File: src/rtl/spi_bus_arbiter.sv
// Round-robin arbiter sharing one SPI master between N_REQ requesters.
// A session lasts while the owner holds its req_ss line. Starts, tx data and
// word counts pass through to the master. Received bytes return to the owner.
// Chip selects are released only after the last outstanding word has arrived.
module spi_bus_arbiter #(
  parameter int unsigned N_REQ      = 2,
  parameter int unsigned WORDS_W    = 6,
  parameter int unsigned GAP_CYCLES = 2
) (
  input  logic                     clk,
  input  logic                     rst,
  input  logic [N_REQ-1:0]         req_ss,
  input  logic [N_REQ-1:0]         req_en,
  input  logic [8*N_REQ-1:0]       req_data,
  input  logic [WORDS_W*N_REQ-1:0] req_words,
  output logic [N_REQ-1:0]         req_ready,
  output logic [N_REQ-1:0]         req_valid,
  output logic [7:0]               req_rx_data,
  output logic [N_REQ-1:0]         grant,
  output logic                     m_en,
  output logic [7:0]               m_data,
  output logic [WORDS_W-1:0]       m_words,
  input  logic                     m_ready,
  input  logic                     m_valid,
  input  logic [7:0]               m_rx_data,
  output logic [N_REQ-1:0]         ss_n
);

  localparam int unsigned IDX_W = $clog2(N_REQ);
  localparam int unsigned GAP_W = (GAP_CYCLES > 1) ? $clog2(GAP_CYCLES) : 1;

  typedef enum logic [1:0] {IDLE, OWN, DRAIN, GAP} state_t;

  state_t             state, state_next;
  logic [IDX_W-1:0]   owner, owner_next;
  logic [IDX_W-1:0]   ptr, ptr_next;
  logic [WORDS_W-1:0] outstanding, outstanding_next;
  logic [GAP_W-1:0]   gap_cnt, gap_cnt_next;
  logic [N_REQ-1:0]   grant_next;

  logic               active;
  logic               ready_g;
  logic               load;
  logic               own_en;
  logic               own_ss;
  logic [7:0]         own_data;
  logic [WORDS_W-1:0] own_words;

  logic               found_hi, found_lo, leave;
  logic [IDX_W-1:0]   pick_hi, pick_lo;

  // Owner datapath: mux the owner's lanes to the master, track outstanding words
  always_comb begin
    own_data  = '0;
    own_words = '0;
    for (int unsigned j = 0; j < N_REQ; j++) begin
      if (grant[j]) begin
        own_data  = req_data[j*8 +: 8];
        own_words = req_words[j*WORDS_W +: WORDS_W];
      end
    end
    own_en  = |(req_en & grant);
    own_ss  = |(req_ss & grant);
    active  = (state == OWN) || (state == DRAIN);
    ready_g = (state == OWN) && m_ready && (outstanding == '0);
    load    = ready_g && own_en && (own_words != '0);

    outstanding_next = outstanding;
    if (load)
      outstanding_next = own_words;
    else if (m_valid && (outstanding != '0))
      outstanding_next = outstanding - WORDS_W'(1);

    m_en        = load;
    m_data      = own_data;
    m_words     = own_words;
    req_ready   = ready_g ? grant : '0;
    req_valid   = (m_valid && (outstanding != '0)) ? grant : '0;
    req_rx_data = active ? m_rx_data : '0;
  end

  // Session FSM: round-robin pick, release/drain handling, inter-session gap
  always_comb begin
    state_next   = state;
    owner_next   = owner;
    ptr_next     = ptr;
    gap_cnt_next = gap_cnt;
    leave        = 1'b0;

    // Circular search from ptr done as two linear passes: [ptr..N-1] wins over [0..ptr-1].
    found_hi = 1'b0;
    found_lo = 1'b0;
    pick_hi  = '0;
    pick_lo  = '0;
    for (int unsigned j = 0; j < N_REQ; j++) begin
      if (!found_hi && req_ss[j] && (j >= 32'(ptr))) begin
        found_hi = 1'b1;
        pick_hi  = IDX_W'(j);
      end
      if (!found_lo && req_ss[j]) begin
        found_lo = 1'b1;
        pick_lo  = IDX_W'(j);
      end
    end

    unique case (state)
      IDLE: begin
        if (found_lo) begin
          state_next = OWN;
          owner_next = found_hi ? pick_hi : pick_lo;
        end
      end
      OWN: begin
        if (!own_ss) begin
          if ((outstanding == '0) && !load) leave = 1'b1;
          else state_next = DRAIN;
        end
      end
      DRAIN: begin
        if (outstanding_next == '0) leave = 1'b1;
      end
      GAP: begin
        gap_cnt_next = gap_cnt + GAP_W'(1);
        if (32'(gap_cnt) + 32'd1 >= GAP_CYCLES) state_next = IDLE;
      end
      default: state_next = IDLE;
    endcase

    if (leave) begin
      gap_cnt_next = '0;
      ptr_next     = (owner == IDX_W'(N_REQ - 1)) ? '0 : owner + IDX_W'(1);
      if (GAP_CYCLES == 0) state_next = IDLE;
      else state_next = GAP;
    end

    grant_next = '0;
    for (int unsigned j = 0; j < N_REQ; j++) begin
      grant_next[j] = ((state_next == OWN) || (state_next == DRAIN)) && (owner_next == IDX_W'(j));
    end
  end

  // State and registered grant/chip-select update with synchronous reset
  always_ff @(posedge clk) begin
    if (rst) begin
      state       <= IDLE;
      owner       <= '0;
      ptr         <= '0;
      outstanding <= '0;
      gap_cnt     <= '0;
      grant       <= '0;
      ss_n        <= '1;
    end else begin
      state       <= state_next;
      owner       <= owner_next;
      ptr         <= ptr_next;
      outstanding <= outstanding_next;
      gap_cnt     <= gap_cnt_next;
      grant       <= grant_next;
      ss_n        <= ~grant_next;
    end
  end

endmodule

File: config.mk
export PLATFORM = sky130hd
export DESIGN_NAME = spi_bus_arbiter
export DESIGN_NICKNAME = d
export VERILOG_FILES = /design/src/rtl/spi_bus_arbiter.sv
export SDC_FILE = /design/constraint.sdc
export NUM_CORES = 1
export LEC_CHECK = 0
export ABC_AREA = 0
export ABC_CLOCK_PERIOD_IN_PS = 2300
export CORE_MARGIN = 1.5
export CORE_UTILIZATION = 34
export DETAILED_ROUTE_END_ITERATION = 8
export PLACE_DENSITY = 0.8
export SLEW_MARGIN = 30
export SYNTH_ARGS = -nofsm -noshare
export SYNTH_HDL_FRONTEND = slang
export SYNTH_SLANG_ARGS = --single-unit
File: constraint.sdc
create_clock -name clk -period 2.3 [get_ports clk]
set_input_delay 0.46 -clock clk [delete_from_list [all_inputs] [get_ports clk]]
set_output_delay 0.46 -clock clk [all_outputs]
set_load 0.02 [all_outputs]
# --- Yosys cells after proc, flatten, opt, wreduce, memory -nomap -nowiden ---
# Cells that the tools add are included.
word_totals:
  out_inout_bits: 31
  inputBits: 44
  wordCells: 75
  mem_count: 0
  ram_bits: 0
  register_bits: 15
  latch_bits: 0
  rom_bits: 0
classes:
  n_mux: 29
  n_bitwise: 4
  eq_ne: 5
  shift: 0
  addsub: 4
  div: 0
  n_lt_le_gt_ge: 2
  multipliers: 0
  n_reduce_logical: 24
ops:
  columns: ["cell", "count"]
  rows:
  - ["two-way mux 6 bit", 4]
  - ["two-way mux 8 bit", 3]
  - ["two-way mux 2 bit", 7]
  - ["two-way mux 1 bit", 13]
  - ["zero test 6 bit", 2]
  - ["nonzero test 6 bit", 2]
  - ["logical AND 1 bit", 11]
  - ["== test 2 bit (second input constant)", 3]
  - ["one-hot mux 2 bit (3 select lines)", 1]
  - ["OR reduction 2 bit", 3]
  - ["subtractor 6 x 1 -> 6 bit (second input constant)", 1]
  - ["AND 2 bit", 2]
  - ["== test 2 x 1 -> 1 bit (second input constant)", 2]
  - ["zero test 1 bit", 3]
  - ["adder 1 bit (second input constant)", 2]
  - ["adder 1 x 1 -> 2 bit (second input constant)", 1]
  - ["greater-or-equal comparator 2 bit (second input constant)", 1]
  - ["zero test 2 bit", 1]
  - ["logical OR 1 bit", 2]
  - ["inverter 2 bit", 1]
  - ["one-hot mux 1 bit (2 select lines)", 1]
  - ["greater-or-equal comparator 1 bit (first input constant)", 1]
  - ["inverter 1 bit", 1]

# --- Logic depth before layout (Yosys ltp) ---
depth:
  word_depth: 15
  depth_mapped: 9
  ltp_nobuf: 8

# --- Worst setup path before layout ---
# No wires, ideal clock.
synth_timing:
  kind: "register -> register"
  startpoint: "register outstanding[0]"
  endpoint: "register gap_cnt"
  path_stages_with_launch: 10
  synth_period_minus_slack_ns: 2.284
  n_path_buf: 1
  arrival_ns: 2.156
  slack_ns: 0.016
  required_ns: 2.172
  setup_time_ns: 0.128
  path_cell_list: "dfxtp_1 inv_1 ha_1 or2b_1 nor4_4 and3_1 buf_6 mux2i_2 a31oi_4 nor3b_2"
synth_between:
  elab_chain_len: 10
synth_lines:
  columns: ["item", "line", "text"]
  rows:
  - ["start, declared", "37", "logic [WORDS_W-1:0] outstanding, outstanding_next;"]
  - ["start signal, assigned", "156", "outstanding <= outstanding_next;"]
  - ["zero test 6 bit (*)", "65", "ready_g = (state == OWN) && m_ready && (outstanding == '0);"]
  - ["logical AND 1 bit (*)", "65", null]
  - ["logical AND 1 bit (*) (2 in a row)", "66", "load = ready_g && own_en && (own_words != '0);"]
  - ["named net m_en", "20", "output logic m_en,"]
  - ["branches (longest 4 deep; another with two-way mux 6 bit)", null, null]
  - ["one-hot mux 1 bit (2 select lines) (*)", "106", "unique case (state)"]
  - ["OR reduction 2 bit (no line) (*)", null, null]
  - ["end signal, assigned", "157", "gap_cnt <= gap_cnt_next;"]
  - ["end, declared", "38", "logic [GAP_W-1:0] gap_cnt, gap_cnt_next;"]
# Mark *: on every way through the listed nets, which the timed path passes.
# A chain may end at the register's enable or synchronous reset.

# --- Final worst setup path ---
layout_timing:
  startpoint: "register outstanding[0]"
  endpoint: "output req_valid[1]"
layout_between:
  elab_chain_len: 3
layout_lines:
  columns: ["item", "line", "text"]
  rows:
  - ["nonzero test 6 bit", "78", "req_valid = (m_valid && (outstanding != '0)) ? grant : '0;"]
  - ["logical AND 1 bit", "78", null]
  - ["two-way mux 2 bit", "78", null]
  - ["end, declared", "17", "output logic [N_REQ-1:0] req_valid,"]
# Every way passes these cells.

==> results.md <==
Outcome:
- The flow ran to the end, and the final reports show no timing, DRC or antenna violations.

Global route:
- The leftover overflow at the end of global routing is 0.
- The total routing usage reported by global routing is 0.1906.
- The via count of the first global-routing pass is between 1000 and 1500.
- Entering global routing, the biggest net connects 14 pins.
- The initial antenna violation count was 0.
- The first-pass GRT wire length is around 6.4 mm.

Detailed routing:
- In this run the remaining antenna-violating nets after routing total 0.
- The routed wirelength normalized by instance count is about 14 µm.
- The first detailed-routing pass took 4 iterations.
- Summed over all layers, the routed wires come to around 4.4 mm.
- In this run, the number of DRC markers left after iteration 0 of detailed routing was between 50 and 60.
- Detailed routing inserted a total of roughly 1600 vias.
- Using the TritonRoute via totals, the vias-per-cell ratio works out to ~5.2.
- For this run, design rule violations remaining after detail routing come to 0.

Place:
- The congestion estimate from routability-driven global placement came to approximately 0.91.
- The placed wire-length estimate after detailed placement is between 3 and 4 mm.
- Input and output buffers added on the ports amount to 74.

Yosys:
- The Yosys step of the flow raised 0 warnings.
- Counting every net in the synthesized netlist gives 212.
- Counting distinct cell types in the post-synthesis netlist gives 47.
- Counting flops and latches in the post-synthesis netlist gives 15.
- The async set-reset flop share out of synthesis is 0.
- The average footprint of a synthesized cell is ~8.1 µm².
- The predominant post-synthesis flop cell is dfxtp_1.
- The cell count after synthesis came out at about 160.
- Yosys mapped a number of flops with a built-in enable equal to 0.
- The cell area that synthesis handed to floorplanning was ~0.0013 mm².
- Of the synthesized area, sequential elements account for 0.2303.

Min path:
- The class of the most critical hold timing path is reg2reg.

Pwr:
- In this run the static leakage power is ~1.2 nW.
- The post-layout total power is 0.003152 W.
- The total power density per cell area is ~1300 mW/mm².
- The maximum ir drop on the vdd rail is 0.8069 mV.

Critical path:
- The worst setup path endpoint is req_valid[1].
- The arrival time at the worst endpoint is 1790 ps.
- The worst register-to-register path has a depth of 10.
- Walking the worst path, the cells encountered are inv_2 -> ha_2 -> buf_4 -> nor2b_2 -> nand2_1 -> and3_1 -> dlygate4sd2_1.
- The delay of the slowest cell on the worst path is around 330 ps.
- STA classifies the critical path startpoint as a register.
- The worst setup path is of the reg2out kind.
- The setup check on the worst reg-to-reg path leaves a slack of 90 ps.
- The maximum fanout count along the critical path is 4.
- The launch point of the worst reg-to-reg path is outstanding[0].
- The worst setup path startpoint is outstanding[0].
- The kind of end point of the critical path is an output pin.
- The largest individual stage delay along the critical path comes from the cell dfxtp_2.
- At the worst endpoint, the required time is 1840 ps.
- In this run the critical register-to-register path is captured at grant[0].

Clock network:
- TritonCTS built the clock tree.
- The clock input transition at the sequential cells of the worst setup and hold paths is ~70 ps.
- The number of setup buffers added after CTS is 0.
- In this run the deepest clock path goes through 2 buffers.
- Counting the buffers created by CTS gives 3.
- The library cell used as clock root buffer is clkbuf_8.
- The clock net in this run drives a total of 15 sinks.
- Clock latency on the worst-skew pair, taken at its later pin, is between 200 and 300 ps.
- The number of H-tree branching levels is 1.
- Hold repair after CTS inserted 0 buffers.

STA:
- The final setup skew is approximately 8.6 ps.
- The minimum clock period is 2253 ps.
- The setup TNS is 0 ps.
- The highest clock frequency the design can meet is 443.9 MHz.
- Measured against its own limit, the worst slew margin works out to 0.7184.
- The max-slew violation total from the final report came to 0.
- Setup repair after global routing could not meet its margin everywhere.
- The number of hold violations in the final report is 0.
- The slew at the pin closest to its max-slew limit is roughly 420 ps.
- The count of endpoints failing setup in the final report is 0.
- The portion of the clock cycle consumed by the worst path in the final layout is 0.9794.

Floorplanning:
- The die outline area is between 0.004 and 0.005 mm².
- In this run the vertical extent of the chip is 64.93 µm.
- After floorplanning, the core was divided into 22 placement rows.
- The overall die width is 64.93 µm.
- The core region is around 0.0037 mm².
- The initial core utilization is 0.3561.
- The top-level port count is 75.

Final layout:
- The share of post-route cells with drive strength above 1 is 0.2639.
- The area growth from synthesis to layout is 89.83%.
- The final core utilization is 0.6760.
- The antenna diode count is 0.
- The filler cell count is roughly 300.
- The net total in the final layout is 321.

Job:
- The max-capacitance violation count is 0.
report_power, final:
part | leakage (nW) | internal (W) | switching [W]
Sequential | 0.124 | 0.000366 | 0.0000854
Combinational | 1.04 | 0.00123 | 0.00125
Clock | 0.0217 | 0.000122 | 0.000104
layout by cell type (no fill, tap or decap), types with 2 or more instances in the layout:
cell             netlist  routed
ha_2                   0       2
a2bb2oi_1              2       2
a22oi_1                3       3
dfxtp_1               15      11
nand2_1               16      15
clkdlybuf4s50_1        0      46
xnor2_1                2       2
dlymetal6s2s_1         0       9
nor2_1                 9       8
mux2i_1                2       2
inv_2                  0       2
a22o_2                 3       3
buf_4                  0      34
a31oi_4                1       2
nor2b_1                5       4
ha_1                   7       5
and3_4                 0       2
dlygate4sd2_1          0      17
a211oi_1               4       4
o21ai_0                7       7
nor3b_1                2       2
dfxtp_2                0       4
o41ai_1                2       2
inv_1                  7       5
o211ai_1               2       2
nand3_1                5       5
nor3_1                 4       4
and2_1                 8       8
and4_1                 3       3
nand4_1                2       2
and3_1                 5       3
a22o_1                 9       9
clkbuf_8               0       3
a21oi_1               10      10
per-stage QoR:
step	area [µm²]	worst slack, ps	hold slack (ps)	cells
floorplan	1304	16.10	540.4	161
detailed placement	2336	-279.9	577.8	313
CTS	2382	2.208	604.1	317
global placement	2336	-262.5	585.6	313
global route	2475	-35.28	655.0	317
finish	2475	47.40	596.9	317
critical path, delay by kind of cell (launching register included):
kind / cells / cell delay (ps)
fa+ha+maj: 1 / 170
flops: 1 / 330
buf+inv: 3 / 460
simple gates: 3 / 580
cell usage after synthesis (all sizes together) (2+ instances only):
| library cell | count | share of area |
|---|---|---|
| clkbuf | 3 | 0.0086 |
| nor4 | 2 | 0.021 |
| mux2i | 3 | 0.026 |
| nand4 | 2 | 0.0096 |
| inv | 7 | 0.020 |
| nor2 | 9 | 0.026 |
| a2bb2oi | 2 | 0.013 |
| nor3 | 4 | 0.015 |
| nor4b | 2 | 0.013 |
| o41ai | 2 | 0.013 |
| dfxtp | 15 | 0.23 |
| a22o | 12 | 0.083 |
| nand3 | 5 | 0.019 |
| o21ai | 7 | 0.027 |
| nand2 | 16 | 0.046 |
| and2 | 9 | 0.044 |
| and3 | 5 | 0.024 |
| nor3b | 3 | 0.021 |
| o211ai | 2 | 0.012 |
| and4 | 4 | 0.028 |
| a31oi | 3 | 0.026 |
| a21oi | 10 | 0.038 |
| nor2b | 5 | 0.024 |
| a22oi | 3 | 0.017 |
| a211oi | 4 | 0.023 |
| ha | 7 | 0.067 |
| xnor2 | 2 | 0.013 |
how the worst min path moves through the flow:
stage	start	to	slack (ps)	cells after the start
floorplan	gap_cnt	gap_cnt	540	2
global placement	owner	ptr	590	3
detailed placement	owner	ptr	580	3
CTS	gap_cnt	gap_cnt	600	2
global route	gap_cnt	gap_cnt	660	2
finish	gap_cnt	gap_cnt	600	2
timing repair:
action,4_1_cts,5_1_grt
gates resized for setup,29,26
pin swaps,2,3
endpoints found under the setup margin,30,19
routing by layer:
layer,share of wire,routed length [µm],GRT usage,vias up
met5,0,0,0,-
met4,0.0030,13,0.007979,0
met3,0.033,145,0.03125,2
met2,0.53,2318,0.3595,35
met1,0.44,1912,0.2362,785
li1,-,-,-,825
cell families after synthesis:
kind of cell / count (synthesis) / synth area share
buffers and inverters: 12 / 0.04415
multiplexers: 3 / 0.02591
adder cells (fa/ha/maj): 7 / 0.06718
AO/OA/AOI/OAI: 50 / 0.2898
XOR/XNOR: 2 / 0.01344
flip-flops: 15 / 0.2303
AND/OR/NAND/NOR: 72 / 0.3292
flip-flops by register name, summed over array words and instances (netlist names):
signal,count
outstanding,6
state,2
gap_cnt,1
ptr,1
grant,2
ss_n,2
owner,1
area by class of cell:
type                    instances  area (µm²)  area share
inverters                       7       26.28     0.01062
well taps                      48       60.06     0.02427
repair buffers                109        1003      0.4055
multi-input cells             134        1031      0.4166
clock inverters                 1       7.507    0.003033
clock buffers                   3       41.29     0.01668
flip-flops and latches         15       305.3      0.1234
Note: power is estimated with default switching activity, not from simulation.
